File: src/rtl/reg_periph_pkg.sv
// Shared types and constants for the register-bus peripheral mux.
package reg_periph_pkg;

  typedef enum logic [1:0] {
    ST_IDLE,
    ST_ACCESS,
    ST_RESP
  } state_e;

  // Upper half of the read word returned for bad selects and timeouts.
  localparam logic [31:0] ERR_RDATA_BASE = 32'hDEAD_0000;

endpackage

File: src/rtl/reg_periph_mux.sv
// Register-bus fan-out: routes one upstream request to a selected downstream
// channel, waits for its ack (bounded by a timeout) and returns a one-cycle
// upstream ack. Bad selects and timeouts answer with a tagged error word and
// latch a sticky error status.
module reg_periph_mux
  import reg_periph_pkg::*;
#(
  parameter int unsigned NUM_CH = 4,
  parameter int unsigned AW     = 9,
  parameter int unsigned SEL_W  = 3,
  parameter int unsigned TMO    = 255
) (
  input  logic                   app_clk,
  input  logic                   app_rst,
  input  logic                   reg_cs,
  input  logic                   reg_wr,
  input  logic [AW-1:0]          reg_addr,
  input  logic [31:0]            reg_wdata,
  input  logic [3:0]             reg_be,
  output logic [31:0]            reg_rdata,
  output logic                   reg_ack,
  output logic [NUM_CH-1:0]      ch_cs,
  output logic                   ch_wr,
  output logic [AW-SEL_W-1:0]    ch_addr,
  output logic [31:0]            ch_wdata,
  output logic [3:0]             ch_be,
  input  logic [NUM_CH*32-1:0]   ch_rdata,
  input  logic [NUM_CH-1:0]      ch_ack,
  input  logic                   err_clr,
  output logic                   err_sticky,
  output logic [2:0]             err_ch
);

  localparam int unsigned    CW       = $clog2(TMO + 1);
  localparam logic [CW-1:0]  CNT_LAST = CW'(TMO - 1);
  localparam logic [SEL_W:0] NCH      = (SEL_W + 1)'(NUM_CH);

  state_e                state_q, state_d;
  logic                  wr_q, wr_d;
  logic [AW-SEL_W-1:0]   addr_q, addr_d;
  logic [31:0]           wdata_q, wdata_d;
  logic [3:0]            be_q, be_d;
  logic [SEL_W-1:0]      sel_q, sel_d;
  logic [CW-1:0]         cnt_q, cnt_d;
  logic [31:0]           rdata_q, rdata_d;
  logic                  ack_q, ack_d;
  logic                  err_q, err_d;
  logic [2:0]            err_ch_q, err_ch_d;

  logic [SEL_W-1:0]      sel_in;
  logic                  sel_ok;
  logic                  sel_ack;
  logic [31:0]           sel_rdata;
  logic                  err_evt;
  logic [SEL_W-1:0]      err_sel;

  function automatic logic [31:0] err_word(input logic [SEL_W-1:0] s);
    return ERR_RDATA_BASE | {24'h0, 8'(s)};
  endfunction

  assign sel_in = reg_addr[AW-1 -: SEL_W];
  assign sel_ok = ({1'b0, sel_in} < NCH);

  // Selected-channel view: one-hot select during ACCESS, ack/rdata of the selected channel only.
  always_comb begin
    ch_cs     = '0;
    sel_ack   = 1'b0;
    sel_rdata = '0;
    for (int unsigned i = 0; i < NUM_CH; i++) begin
      if (sel_q == SEL_W'(i)) begin
        ch_cs[i]  = (state_q == ST_ACCESS);
        sel_ack   = ch_ack[i];
        sel_rdata = ch_rdata[32*i +: 32];
      end
    end
  end

  // Next-state, request latching, response capture and sticky error update.
  always_comb begin
    state_d  = state_q;
    wr_d     = wr_q;
    addr_d   = addr_q;
    wdata_d  = wdata_q;
    be_d     = be_q;
    sel_d    = sel_q;
    cnt_d    = cnt_q;
    rdata_d  = rdata_q;
    ack_d    = 1'b0;
    err_d    = err_q;
    err_ch_d = err_ch_q;
    err_evt  = 1'b0;
    err_sel  = sel_q;

    case (state_q)
      ST_IDLE: begin
        if (reg_cs) begin
          wr_d    = reg_wr;
          addr_d  = reg_addr[AW-SEL_W-1:0];
          wdata_d = reg_wdata;
          be_d    = reg_be;
          sel_d   = sel_in;
          cnt_d   = '0;
          if (sel_ok) begin
            state_d = ST_ACCESS;
          end else begin
            state_d = ST_RESP;
            err_evt = 1'b1;
            err_sel = sel_in;
            rdata_d = err_word(sel_in);
          end
        end
      end
      ST_ACCESS: begin
        // Ack is checked before the timeout so an ack on the last cycle still wins.
        if (sel_ack) begin
          rdata_d = sel_rdata;
          state_d = ST_RESP;
        end else if (cnt_q == CNT_LAST) begin
          err_evt = 1'b1;
          rdata_d = err_word(sel_q);
          state_d = ST_RESP;
        end else begin
          cnt_d = cnt_q + 1'b1;
        end
      end
      ST_RESP: begin
        // Two RESP cycles: the first arms the registered ack, the second shows it.
        if (!ack_q) begin
          ack_d = 1'b1;
        end else begin
          state_d = ST_IDLE;
        end
      end
      default: state_d = ST_IDLE;
    endcase

    if (err_evt && (!err_q || err_clr)) begin
      err_d    = 1'b1;
      err_ch_d = 3'(err_sel);
    end else if (err_clr && !err_evt) begin
      err_d    = 1'b0;
      err_ch_d = '0;
    end
  end

  // State register.
  always_ff @(posedge app_clk or posedge app_rst) begin
    if (app_rst) begin
      state_q <= ST_IDLE;
    end else begin
      state_q <= state_d;
    end
  end

  // Datapath, counter, response and error registers.
  always_ff @(posedge app_clk or posedge app_rst) begin
    if (app_rst) begin
      wr_q     <= 1'b0;
      addr_q   <= '0;
      wdata_q  <= '0;
      be_q     <= '0;
      sel_q    <= '0;
      cnt_q    <= '0;
      rdata_q  <= '0;
      ack_q    <= 1'b0;
      err_q    <= 1'b0;
      err_ch_q <= '0;
    end else begin
      wr_q     <= wr_d;
      addr_q   <= addr_d;
      wdata_q  <= wdata_d;
      be_q     <= be_d;
      sel_q    <= sel_d;
      cnt_q    <= cnt_d;
      rdata_q  <= rdata_d;
      ack_q    <= ack_d;
      err_q    <= err_d;
      err_ch_q <= err_ch_d;
    end
  end

  assign reg_rdata  = rdata_q;
  assign reg_ack    = ack_q;
  assign ch_wr      = wr_q;
  assign ch_addr    = addr_q;
  assign ch_wdata   = wdata_q;
  assign ch_be      = be_q;
  assign err_sticky = err_q;
  assign err_ch     = err_ch_q;

endmodule

File: config.mk
export PLATFORM = sky130hd
export DESIGN_NAME = reg_periph_mux
export DESIGN_NICKNAME = d
export VERILOG_FILES = /design/src/rtl/reg_periph_pkg.sv /design/src/rtl/reg_periph_mux.sv
export SDC_FILE = /design/constraint.sdc
export NUM_CORES = 1
export LEC_CHECK = 0
export ABC_AREA = 1
export CORE_ASPECT_RATIO = 1.75
export CORE_MARGIN = 4
export CORE_UTILIZATION = 42
export DETAILED_ROUTE_END_ITERATION = 10
export GPL_ROUTABILITY_DRIVEN = 0
export PLACE_DENSITY = 0.95
export REMOVE_ABC_BUFFERS = 1
export SYNTH_ARGS = -nofsm -noshare
export SYNTH_HDL_FRONTEND = slang
export SYNTH_SLANG_ARGS = --single-unit
File: constraint.sdc
create_clock -name app_clk -period 4.9 [get_ports app_clk]
set_input_delay 0.98 -clock app_clk [delete_from_list [all_inputs] [get_ports app_clk]]
set_output_delay 0.98 -clock app_clk [all_outputs]
set_load 0.01 [all_outputs]
==> results.md <==
- Status: completed
- Initial antenna violation count: 0
- Crit. End Element: primary output
- Synth Cell Area: 4740 um^2
- PD cells: 527 nW/um^2
- CTS resizes: 0
- CP Launch Type: register
- First-pass GRT wire length: 25.4 mm
- Ant. Diodes: 0
- Dpl hpwl: 12.9 mm
- Final hold violations: 0
- Crit path max fanout: 13
- GRT overflow: 0
- Pre-antenna DRT Iters: 4
- RSZ-0062 raised after global routing: no
- I/O pin count: 266
- Final setup margin: 1.74 ns
- Iter 0 DRT Violations: 203
- Clk sinks: 93
- Clk slew on worst S/H paths: 0.07 ns
- Slew Viols, Final: 0
- Top cell type's share of synthesized area: 49.1%
- Die X: 88.3 um
- Worst Skew: 0.0102 ns
- Die Span Y: 148 um
- Die Area: 13100 um^2
- GRT Total Usage: 25.2%
- Unique cell type count in the Yosys netlist: 30
- Top post-synthesis cells by area: dfrtp_1, nand2_1, nand3_1
- Hold_buf cts: 0
- Via Count: 5169
- Final WL: 16.7 mm
- Starting Density: 42.7%
- Max IR drop VDD: 0.000311 V
- Final Cycle Share: 64.4%
- EDFF count, synth: 0
- TNS Setup: 0 ns
- Seq/Total Area, Yosys: 49.1%
- Synth Register Bits: 93
- Leakage: 3.60 nW
- Max transition margin: 40.6%
- Vias in the first global route: 5298
- Required time of the critical path: 3.92 ns
- Final nets: 1056
- Synth Warn #: 0
- Min Tclk post-route: 3.16 ns
- Worst skew pair latency: 0.34 ns
- CTS tree: done
- CP arrival: 2.18 ns
- Max cap viols: 0
- H-tree Lvls: 3
- Post-DRT Antenna Nets: 0
- Worst-Margin Slew: 0.892 ns
- Setup violators final: 0
- P&R area growth vs syn: 63.7%
- WS Path Type: reg2out
- Fmax: 317 MHz
- CTS Buf Count: 9
- Syn Inst Count: 623
- Post-CTS setup buffers: 0
- Pre-CTS setup slack: 2.05 ns
- Synth area leader: dfrtp_1
- Top FF cell, synth: dfrtp_1
- Largest net degree at the start of global routing: 71
- DR DRC count: 0
- Vias per Instance: 5.12
- Share of cells above drive strength 1: 5.59%
- Core ar.: 11100 um^2
- DR WL/cell: 16.6 um
- Post-synthesis area per instance: 7.60 um^2
- Ys async rst share: 100%
- Utilization after layout: 69.8%
- Hold Crit Class: reg2reg
- Rows: 51
- Clock Tree Buf Depth: 2
- I/O Buffers: 265
- Root buf cell: clkbuf_16
- Fill count: 859
sequential cells by signal, summed over array words and instances (netlist names), 2 cells and up:
signal and cells:
ch_addr 6, state_q 2, ch_wdata 32, err_ch 3, ch_be 4, reg_rdata 32
sel_q 3, cnt_q 8
cell families after synthesis:
logic type      after synthesis  share of synthesized area, %
simple gates                384                          34.5
flops                        93                          49.1
compound gates               77                          9.09
buf+inv                      62                          5.81
xor+xnor                      5                         0.925
fa+ha+maj                     2                         0.528
stage by stage:
stage          power (mW)  cells  hold WS (ns)  instance area (um^2)
3_3_place_gp         3.33    993         0.451                  7440
3_5_place_dp         3.40    993         0.451                  7440
6_report             4.09   1009         0.463                  7750
5_1_grt              4.37   1009         0.493                  7750
4_1_cts              4.12   1009         0.470                  7750
2_1_floorplan        2.27    590         0.476                  4570
cell type report:
class                   instances  area, um^2  area share [%]
multi-input cells             468        2140            27.6
inverters                      29         111            1.44
well taps                     132         165            2.13
repair buffers                271        2700            34.8
flip-flops and latches         93        2330            30.0
clock inverters                 5        58.8           0.759
clock buffers                  11         253            3.26
critical path, stage by stage (launching register included):
cell,delay (ns)
dfrtp_1,0.43
nor2_4,0.32
inv_1,0.25
nor4_1,0.22
clkdlybuf4s50_1,0.62
path summary, 6_finish.rpt:
kind,startpoint,endpoint,slack (ns),depth (start not counted)
max in group asynchronous,app_rst,ch_addr[0]$_DFFE_PP0P_,2.85,3
worst min-delay path,reg_ack$_DFF_PP0_,reg_ack$_DFF_PP0_,0.46,1
min in group asynchronous,app_rst,ch_wdata[18]$_DFFE_PP0P_,1.16,2
worst min register to register,reg_ack$_DFF_PP0_,reg_ack$_DFF_PP0_,0.46,1
worst max register to register,sel_q[1]$_DFFE_PP0P_,reg_rdata[3]$_DFFE_PP0P_,2.12,8
worst max-delay path,state_q[1]$_DFFE_PP0P_,ch_cs[1],1.74,4
cell usage in the layout, fill, tap and decap left out, types with 3 or more instances in the layout:
master,count
nand4_1,16
nand2_4,4
buf_4,6
xor2_1,3
a21oi_1,29
clkbuf_16,9
nand3_1,30
or2_2,5
clkdlybuf4s50_1,265
dfrtp_1,93
inv_2,6
a22oi_1,18
o21ai_1,12
nor2_1,13
nand2_2,3
o21ai_0,18
nand2_1,294
nor3_1,9
inv_1,22
Yosys cell counts (6+ instances only):
library cell,instances
a21oi_1,29
a22oi_1,18
buf_1,6
buf_2,7
clkbuf_1,13
dfrtp_1,93
inv_1,23
inv_2,6
nand2_1,294
nand3_1,30
nand4_1,16
nor2_1,13
nor3_1,9
o21ai_0,18
o21ai_1,12
routing by layer:
| layer | share of wire (%) | global-route usage, % | vias up |
|---|---|---|---|
| met5 | 0 | 0 | - |
| met4 | 4.3 | 13.0 | 0 |
| met3 | 9.0 | 7.04 | 45 |
| met2 | 52 | 45.7 | 213 |
| met1 | 35 | 25.2 | 2412 |
| li1 | - | - | 2499 |
where the power goes:
group	total, mW	leakage [nW]	switching [mW]	internal, mW
logic	2.07	2.28	1.11	0.964
registers	1.30	1.17	0.209	1.09
clock network	0.713	0.148	0.290	0.423
No activity file was read; power rests on OpenSTA's default activity.
